===== src/rtl/program_loader.sv =====
// Byte-stream program loader: assembles little-endian words from a
// length-prefixed stream and writes them through the core debug port.
module program_loader #(
  parameter int XLEN = 64,
  parameter int INSTRUCTION_LENGTH = XLEN / 2,
  parameter logic [XLEN-1:0] BASE_ADDR = '0,
  parameter int MAX_WORDS = 1024
) (
  input  logic                          clk,
  input  logic                          rst,
  input  logic                          in_valid,
  input  logic [7:0]                    in_byte,
  output logic                          in_ready,
  input  logic                          load_start,
  output logic                          dbg_wr_en,
  output logic [XLEN-1:0]               dbg_addr,
  output logic [INSTRUCTION_LENGTH-1:0] dbg_instr,
  output logic                          core_rst,
  output logic                          load_done,
  output logic                          load_err
);

  localparam logic [2:0] HDR0  = 3'd0;
  localparam logic [2:0] HDR1  = 3'd1;
  localparam logic [2:0] WORD  = 3'd2;
  localparam logic [2:0] SETUP = 3'd3;
  localparam logic [2:0] WRITE = 3'd4;
  localparam logic [2:0] RUN   = 3'd5;
  localparam logic [2:0] ERR   = 3'd6;

  localparam logic [16:0] MAXW = 17'(MAX_WORDS);

  logic [2:0]  state_q, state_d;
  logic [1:0]  cnt_q, cnt_d;
  logic [15:0] idx_q, idx_d;
  logic [15:0] n_q, n_d;
  logic [15:0] hdr;
  logic        xfer;

  logic [INSTRUCTION_LENGTH-1:0] word_q, word_d;
  logic [INSTRUCTION_LENGTH-1:0] instr_q, instr_d;
  logic [XLEN-1:0]               addr_q, addr_d;

  logic wr_en_q, core_rst_q, done_q, err_q;

  assign in_ready = !rst &&
    (state_q == HDR0 || state_q == HDR1 ||
     state_q == WORD);

  assign xfer = in_valid && in_ready;
  assign hdr  = {in_byte, n_q[7:0]};

  always_comb begin
    state_d = state_q;
    cnt_d   = cnt_q;
    idx_d   = idx_q;
    n_d     = n_q;
    word_d  = word_q;
    addr_d  = addr_q;
    instr_d = instr_q;
    case (state_q)
      HDR0: begin
        if (xfer) begin
          n_d[7:0] = in_byte;
          state_d  = HDR1;
        end
      end
      HDR1: begin
        if (xfer) begin
          n_d[15:8] = in_byte;
          if (hdr == 16'd0) begin
            state_d = RUN;
          end else if ({1'b0, hdr} > MAXW) begin
            state_d = ERR;
          end else begin
            state_d = WORD;
            idx_d   = '0;
            cnt_d   = '0;
          end
        end
      end
      WORD: begin
        if (xfer) begin
          word_d[{cnt_q, 3'b000} +: 8] = in_byte;
          cnt_d = cnt_q + 2'd1;
          if (cnt_q == 2'd3) begin
            state_d = SETUP;
            // Address wraps naturally at XLEN bits.
            addr_d  = BASE_ADDR +
                      (XLEN'(idx_q) << 2);
            instr_d = word_d;
          end
        end
      end
      SETUP: begin
        state_d = WRITE;
      end
      WRITE: begin
        if (idx_q == n_q - 16'd1) begin
          state_d = RUN;
        end else begin
          idx_d   = idx_q + 16'd1;
          state_d = WORD;
        end
      end
      RUN, ERR: begin
        if (load_start) begin
          state_d = HDR0;
        end
      end
      default: begin
        state_d = HDR0;
      end
    endcase
  end

  // Status outputs are registered decodes of the next state.
  always_ff @(posedge clk) begin
    if (rst) begin
      state_q    <= HDR0;
      cnt_q      <= '0;
      idx_q      <= '0;
      n_q        <= '0;
      word_q     <= '0;
      addr_q     <= '0;
      instr_q    <= '0;
      wr_en_q    <= 1'b0;
      core_rst_q <= 1'b1;
      done_q     <= 1'b0;
      err_q      <= 1'b0;
    end else begin
      state_q    <= state_d;
      cnt_q      <= cnt_d;
      idx_q      <= idx_d;
      n_q        <= n_d;
      word_q     <= word_d;
      addr_q     <= addr_d;
      instr_q    <= instr_d;
      wr_en_q    <= (state_d == WRITE);
      core_rst_q <= (state_d != RUN);
      done_q     <= (state_d == RUN);
      err_q      <= (state_d == ERR);
    end
  end

  assign dbg_wr_en = wr_en_q;
  assign dbg_addr  = addr_q;
  assign dbg_instr = instr_q;
  assign core_rst  = core_rst_q;
  assign load_done = done_q;
  assign load_err  = err_q;

endmodule


===== config.mk =====
export PLATFORM = sky130hd
export DESIGN_NAME = program_loader
export DESIGN_NICKNAME = d
export VERILOG_FILES = /design/src/rtl/program_loader.sv
export SDC_FILE = /design/constraint.sdc
export NUM_CORES = 1
export LEC_CHECK = 0
export CAP_MARGIN = 20
export CORE_MARGIN = 8
export CORE_UTILIZATION = 57
export DETAILED_ROUTE_END_ITERATION = 8
export GPL_ROUTABILITY_DRIVEN = 0
export HOLD_SLACK_MARGIN = 0.15
export MAX_ROUTING_LAYER = met4
export PLACE_DENSITY = 0.89
export RECOVER_POWER = 100
export SLEW_MARGIN = 20
export SYNTH_ARGS = -nofsm -noshare
export SYNTH_HDL_FRONTEND = slang
export SYNTH_SLANG_ARGS = --single-unit

===== constraint.sdc =====
create_clock -name clk -period 4.31 [get_ports clk]
set_input_delay 0.862 -clock clk [delete_from_list [all_inputs] [get_ports clk]]
set_output_delay 0.862 -clock clk [all_outputs]
set_load 0.01 [all_outputs]

# Yosys cells after proc, flatten, opt, wreduce, memory -nomap -nowiden
# Cells that the tools add are included.
[op_classes]
eq_ne = 17
mux = 20
n_lt_le_gt_ge = 1
bitwise_logic = 0
addsub = 4
reduce_logical = 16
mul = 0
div = 0
shifts = 2
[ops]
columns = ["cell", "n"]
rows = [
  ["$mux W16", 4],
  ["$bwmux W32", 1],
  ["$pmux W16 S2", 1],
  ["$shift A8 B7 Y32 const A", 1],
  ["$shiftx A8 B7 Y32", 1],
  ["$mux W3", 8],
  ["$eq A3 B3 Y1 const B", 6],
  ["$pmux W3 S6", 1],
  ["$add A16 B1 Y16 const B", 1],
  ["$eq A16 B16 Y1", 1],
  ["$gt A16 B11 Y1 const B", 1],
  ["$logic_not A16 Y1", 1],
  ["$sub A16 B1 Y16 const B", 1],
  ["$ne A2 B2 Y1 const B", 5],
  ["$reduce_and A5 Y1", 2],
  ["$mux W2", 4],
  ["$neg A5 Y7", 1],
  ["$eq A3 B2 Y1 const B", 2],
  ["$reduce_and A2 Y1", 3],
  ["$pmux W2 S2", 1],
  ["$reduce_bool A2 Y1", 2],
  ["$eq A3 B1 Y1 const B", 1],
  ["$logic_not A3 Y1", 1],
  ["$ne A3 B3 Y1 const B", 1],
  ["other kinds (7)", 9],
]
[totals]
reg_bits = 121
elab_cells = 72
memories = 0
mem_bits_ro = 0
mem_bits_rw = 0
out_inout_bits = 101
latchBits = 0

# Depth between registers and ports, before layout
# Gate-level depths: netlist (run 1).
[depth]
ltp_word = 8
ltp_mapped = 12
depth_no_buf = 10

# Least setup slack after synthesis (run 1)
# Ideal clock, no wire load.
[synth_timing]
path_kind = "register to register"
from = "register n_q[0]"
to = "register idx_q[10]"
n_path_buf = 1
arrival_ps = 2546
synth_period_minus_slack_ps = 2672
path_stages_with_launch = 12
setup_time_ps = 125
setup_slack_ps = 1638
t_required_ps = 4185
cell_sequence = "dfxtp_1 -> inv_1 -> ha_1 -> clkbuf_1 -> and2b_1 -> or3_1 -> a31oi_1 -> nand2_1 -> or4_4 -> a2111oi_4 -> or4_2 -> a21oi_1"
[synth_between]
elab_chain_cells = 4
word_cells_on_any_way = 8
cone_classes = "add/sub (1); order compare (1); eq/ne (4); reduce/logical (2)"
[synth_rtl]
columns = ["item", "line_no", "text"]
rows = [
  ["from (decl)", "36", "logic [15:0] n_q, n_d;"],
  ["from (signal assigned)", "135", "n_q <= n_d;"],
  ["$sub A16 B1 Y16", "99", "if (idx_q == n_q - 16'd1) begin"],
  ["$eq A16 B16 Y1", "99", ""],
  ["$ne A2 B2 Y1 (no source line)", "-", ""],
  ["$reduce_and A5 Y1 (no source line) (*)", "-", ""],
  ["to (signal assigned)", "134", "idx_q <= idx_d;"],
  ["to (decl)", "35", "logic [15:0] idx_q, idx_d;"],
]
# Every way passes the cells marked *; elsewhere a longest branch is shown, timed or not.
# A chain may end at the register's enable or synchronous reset.

# Worst setup path in the final report (run 1)
[layout_timing]
from = "input port in_valid"
to = "register instr_q[11], in the netlist dbg_instr[11]"
[layout_between]
elab_chain_cells = 2
[layout_rtl]
columns = ["item", "line_no", "text"]
rows = [
  ["from (decl)", "11", "input logic in_valid,"],
  ["$logic_and A1 B1 Y1", "50", "assign xfer = in_valid && in_ready;"],
  ["$reduce_and A3 Y1 (no source line)", "-", ""],
  ["to (signal assigned)", "138", "instr_q <= instr_d;"],
  ["to (decl)", "41", "logic [INSTRUCTION_LENGTH-1:0] instr_q, instr_d;"],
]
# No other way between the ends.

==> results.ini, run 1 <==
[critical_path]
r2r_slack_ns=0.89
cpPeakStageDelay_ns=1.04
reg2regPathDepth=9
cp_top_family=simple AND/OR/NAND/NOR gates
reg2reg_to=idx_q[10]$_SDFFE_PP0P_
path_class=in2reg
critPathMostFrequentCell=nor2_1
critPathMaxFanout=46
crit_slowest_cell=and3_1
crit_path_cell_trace=dlygate4sd3_1, nand2b_1, nor2_1, and3_1, clkbuf_2, nor2_1, a211oi_1
cp-start-kind=primary input
worstReg2RegStart=n_q[0]$_SDFFE_PP0P_
required_ns=4.73
path_buf_inv=2
critPathCaptureType=flop
crit_arrival_ns=3.91

[routing]
via_per_inst=5.839
wl_per_cell_um=16.79
drc=0
vias=5471
drtPass1Iterations=6
ant_nets=0
detail_route.wirelength_mm=15.73
drt_iter0_markers=459

[floorplanning]
core_um2=10700
row_count=38
dieArea_um2=14360
fp.dieW_um=119.9
io_pins=113
start_util=0.5746
fp.dieH_um=119.9

[cts]
cts_buffers=17
cts_setup_buffers=0
clock_latency_ns=0.52
ctsHoldBuffers=0
path_clk_slew_ns=0.06
clock_path_buffers=2
ctsRootBufferMaster=clkbuf_8
ctsResizeCount=0
cts_sinks=121
tritoncts=done
cts_max_level=4

[worst_hold_path]
worstHoldStart=dbg_addr[12]$_SDFFE_PP0P_
hold_end=dbg_addr[12]$_SDFFE_PP0P_
hp-class=reg2reg
hold_path_depth=2

[synthesis]
netlist_top_cells_area=dfxtp_1 (39%), a211oi_1 (7.9%), a21oi_1 (6.1%), buf_4 (6.1%), nor2_1 (5.5%)
synth-seq-area-share=0.3941
netlist.area_leader.share=0.3941
synth_cell_types=60
synth_area_leader_cell=dfxtp_1
synth-async-reset-ratio=0
synth_ff_type=dfxtp_1
netlist_area_um2=6147
yosys_warnings=0
synth_seq_cells=121
postSynthAreaPerCell_um2=8.229
syn_inst=747
synth-edff-count=0

[job]
cap_violations=0

[sta]
fin_setup_tns_ns=0
setup_violations=0
period_needed_ns=3.484
slew_violations=0
fin_skew_ns=0.006548
relSlewSlack=0.1502
worst_slack_ns=0.8260
period_share=0.8083
rsz0062_at_grt=no
hold_viol_final=0
tightest_slew_ns=1.275
fmax_mhz=287.0

[grt]
grt_max_degree=70
grt_overflow=0
busiest_layer=met2
met1_usage=0.2567
met3_usage=0.05730
gr-usage-met2=0.3643
grt_use_total=0.2256
grt_pass1_vias=5326
grt_pass1_wl_mm=25.96
antenna_found_initial=0

[power]
p_per_area_nw_per_um2=389.4
ir_drop_v=0.0003107
total_leakage_power_nw=2.762

[place]
place_ws_ns=0.6861
io_buffers=64
place_hpwl_mm=10.74
dpl.cell_count=905

[finish]
nets=804
final_util=0.6711
final_cell_count_no_fill=937
area_growth_syn_to_layout_pct=16.79
num_antenna_cells=0
drive_above_1_share=0.06148

[outcome]
status=complete, no violations

-- worst max path at each step --
stage	startpoint	to	slack, ns	cells after the start
CTS	n_q[0]$_SDFFE_PP0P_	idx_q[10]$_SDFFE_PP0P_	0.93	9
detailed placement	in_byte[0]	idx_q[10]$_SDFFE_PP0P_	0.69	8
finish	in_valid	dbg_instr[11]$_SDFFE_PP0P_	0.83	7
global placement	in_valid	load_done$_SDFF_PP0_	0.85	8
floorplan	n_q[0]$_SDFFE_PP0P_	idx_q[10]$_SDFFE_PP0P_	1.64	11
global route	in_valid	dbg_instr[14]$_SDFFE_PP0P_	0.54	7
-- area by class of cell --
type	instances	area [um2]
Inverter	12	45.04
Sequential cell	121	2422
Multi-Input combinational cell	563	3279
Fill cell	817	3518
Tap cell	140	175.2
Timing Repair Buffer	69	669.4
Clock buffer	24	470.5
Clock inverter	8	117.6
-- Yosys cell counts, types with 7 or more instances --
master    number
a211oi_1      65
a21oi_1       75
and3_1         9
buf_4         50
clkbuf_1      44
dfxtp_1      121
ha_1           8
inv_1         12
mux2i_1       19
nand2_1       77
nand2b_1       9
nand3_1       18
nor2_1        90
nor2b_1       36
nor3_1        10
or3_1         11
xnor2_1       13
xor2_1         7
-- metrics by stage --
step / area (um2) / hold slack (ns) / total power [mW]
2_1_floorplan: 6324 / 0.4496 / 1.377
3_3_place_gp: 6624 / 0.4439 / 1.392
3_5_place_dp: 6624 / 0.4482 / 1.403
4_1_cts: 7212 / 0.4555 / 2.797
5_1_grt: 7179 / 0.4801 / 2.877
6_report: 7179 / 0.4501 / 2.795
-- cells by family after synthesis --
kind of cell	synth area share
flip-flops	0.3941
multiplexers	0.03501
other	0.0006100
adder cells (fa/ha/maj)	0.01628
AO/OA/AOI/OAI	0.1879
AND/OR/NAND/NOR	0.2373
buffers and inverters	0.1003
XOR/XNOR	0.02850
-- layout by cell type (no fill, tap or decap), types with 16 or more instances in the layout --
cell type	count
a211oi_1	66
a21oi_1	75
clkbuf_16	16
conb_1	48
dfxtp_1	121
dlygate4sd3_1	53
mux2i_1	19
nand2_1	77
nand3_1	18
nor2_1	90
nor2b_1	36
-- state kept, by name, indices dropped and copies added (netlist names) --
name and flops:
state_q 3, dbg_wr_en 1, dbg_addr 16, load_done 1, n_q 16, idx_q 16
word_q 32, core_rst 1, cnt_q 2, load_err 1, dbg_instr 32
-- power by group --
part / internal (mW) / leakage, nW / switching [mW]
logic: 0.0829 / 1.50 / 0.151
clock network: 0.923 / 0.289 / 0.485
registers: 1.13 / 0.976 / 0.0186
-- worst register-to-register path, delay by kind of cell, from the launching register on --
kind / cells / cell delay (ns)
compound gates: 1 / 0.18
xor+xnor: 1 / 0.29
simple gates: 5 / 2.09
flops: 1 / 0.38
buf+inv: 1 / 0.08
fa+ha+maj: 1 / 0.34
-- layer usage --
metal	vias to the layer above	part of all wire
li1	2591	-
met1	2574	0.40
met2	257	0.49
met3	49	0.073
met4	0	0.030
met5	-	0
Note: power is estimated with default switching activity, not from simulation.
==> run 2: changes to the inputs <==
CORE_UTILIZATION = 53   (was 57)
PLACE_DENSITY = 0.84   (was 0.89)
clock period = 3.6 ns   (was 4.31 ns; I/O delays follow)
==> results.ini, run 2 (same netlist as run 1, synthesis figures left out) <==
[critical_path]
critPathCaptureType=flop
cp_top_family=simple AND/OR/NAND/NOR gates
path_buf_inv=1  ; -1
required_ns=3.93  ; -0.80 ns
path_class=reg2reg
reg2regPathDepth=10  ; +1
critPathMostFrequentCell=nand2_1
critPathLaunch=n_q[0]$_SDFFE_PP0P_
cpPeakStageDelay_ns=0.52  ; -0.52 ns
cp-start-kind=flop
crit_arrival_ns=3.48  ; -0.43 ns
crit_path_cell_trace=inv_1, ha_1, nor3b_1, nand2_1, mux2i_1, nand2_1, or4_1, a2111oi_4, o31ai_1, a21oi_1
worstReg2RegStart=n_q[0]$_SDFFE_PP0P_
crit_slowest_cell=or4_1
critPathMaxFanout=10  ; -78%
reg2reg_to=idx_q[10]$_SDFFE_PP0P_
r2r_slack_ns=0.45  ; -0.44 ns

[worst_hold_path]
hp-class=reg2reg
worstHoldStart=dbg_addr[10]$_SDFFE_PP0P_
hold_end=dbg_addr[10]$_SDFFE_PP0P_
hold_path_depth=2  ; unchanged

[place]
dpl.cell_count=916  ; +1.2%
dpl_cell_area_um2=6688  ; +0.96%
place_hpwl_mm=11.01  ; +2.5%
io_buffers=64  ; unchanged

[job]
cap_violations=0  ; unchanged

[floorplanning]
io_pins=113  ; unchanged
core_um2=11370  ; +6.3%
fp.dieW_um=123.7  ; +3.2%
start_util=0.5407  ; -0.03396
fp.dieH_um=123.7  ; +3.2%
dieArea_um2=15300  ; +6.5%
row_count=39  ; +2.6%

[outcome]
status=complete, no violations

[sta]
fin_skew_ns=0.009022  ; +0.002474 ns
rsz0062_at_grt=no
relSlewSlack=0.2144  ; +0.06421
tightest_slew_ns=1.178  ; -0.09632 ns
period_share=0.8753
setup_violations=0  ; unchanged
hold_viol_final=0  ; unchanged
fmax_mhz=317.3
period_needed_ns=3.151
slew_violations=0  ; unchanged
fin_setup_tns_ns=0  ; unchanged

[finish]
nets=812  ; +1.0%
nFillCells=975  ; +19%
final_cell_count_no_fill=947  ; +1.1%
final_common_cell=dfxtp_1
final_cell_area_um2=7256  ; +1.1%
layout_common_cells=dfxtp_1 (121), nor2_1 (89), nand2_1 (77), a21oi_1 (75), a211oi_1 (66)
final_util=0.6382  ; -0.03295
num_antenna_cells=0  ; unchanged
drive_above_1_share=0.06965  ; +0.008171
area_growth_syn_to_layout_pct=18.03

[cts]
tritoncts=done
cts_sinks=121  ; unchanged
ctsResizeCount=0  ; unchanged
cts_setup_buffers=0  ; unchanged
ctsRootBufferMaster=clkbuf_16
clock_path_buffers=2  ; unchanged
clock_latency_ns=0.41  ; -0.11 ns
path_clk_slew_ns=0.05  ; about the same
cts_max_level=4  ; unchanged
cts_buffers=17  ; unchanged
ctsHoldBuffers=0  ; unchanged

[grt]
grt_use_total=0.2116  ; -0.01400
grt_pass1_vias=5152  ; -3.3%
grt_max_degree=106  ; +51%
antenna_found_initial=0  ; unchanged
grt_overflow=0  ; unchanged
grt_pass1_wl_mm=25.05  ; -3.5%

[routing]
detail_route.wirelength_mm=15.78  ; +0.30%
drc=0  ; unchanged
via_per_inst=5.747  ; -1.6%
vias=5442  ; -0.53%
drtPass1Iterations=7  ; +1
ant_nets=0  ; unchanged
drt_iter0_markers=411  ; -10%
wl_per_cell_um=16.66  ; -0.76%

[power]
ir_drop_v=0.0003029  ; -2.5%
p_per_area_nw_per_um2=463.4  ; +19%
total_leakage_power_nw=2.794  ; +1.2%

-- run 2: report_power, final --
group          leakage, nW  switching [mW]  internal, mW
combinational         1.53           0.187         0.103
sequential           0.976          0.0221          1.36
clock                0.283           0.576          1.12
-- run 2: worst register-to-register path, stage by stage, from the launching register on --
cell       delay [ns]
dfxtp_1          0.36
inv_1            0.08
ha_1             0.35
nor3b_1          0.49
nand2_1          0.14
mux2i_1          0.31
nand2_1          0.08
or4_1            0.52
a2111oi_4        0.40
o31ai_1          0.16
a21oi_1          0.18
-- run 2: worst max path at each step --
stage,end,slack [ns],depth (start not counted)
floorplan,idx_q[10]$_SDFFE_PP0P_,0.93,11
global placement,idx_q[5]$_SDFFE_PP0P_,0.53,8
detailed placement,idx_q[10]$_SDFFE_PP0P_,0.40,8
CTS,idx_q[5]$_SDFFE_PP0P_,0.54,9
global route,idx_q[10]$_SDFFE_PP0P_,0.26,10
finish,idx_q[10]$_SDFFE_PP0P_,0.45,10
-- run 2: area by class of cell --
| class | instances | area [um2] | share of cell area |
|---|---|---|---|
| multi-input cells | 563 | 3283 | 0.4525 |
| flip-flops and latches | 121 | 2422 | 0.3339 |
| repair buffers | 77 | 738.2 | 0.1017 |
| clock buffers | 23 | 467.9 | 0.06449 |
| well taps | 143 | 178.9 | 0.02466 |
| clock inverters | 8 | 120.1 | 0.01655 |
| inverters | 12 | 45.04 | 0.006208 |
-- run 2: through the flow --
step                      hold WS [ns]  total power, mW  setup WS [ns]
after floorplan                 0.4496            1.649         0.9284
after global placement          0.4455            1.677         0.5295
after detailed placement        0.4482            1.688         0.3991
after CTS                       0.4551            3.374         0.5387
after global routing            0.4733            3.482         0.2571
final                           0.4486            3.362         0.4488
-- run 2: per-layer routing --
| layer | up-vias | track usage | routed length, um |
|---|---|---|---|
| li1 | 2603 | - | - |
| met1 | 2568 | 0.2466 | 6601 |
| met2 | 212 | 0.3358 | 7624 |
| met3 | 59 | 0.04261 | 955 |
| met4 | 0 | 0.1181 | 594 |
| met5 | - | - | 0 |
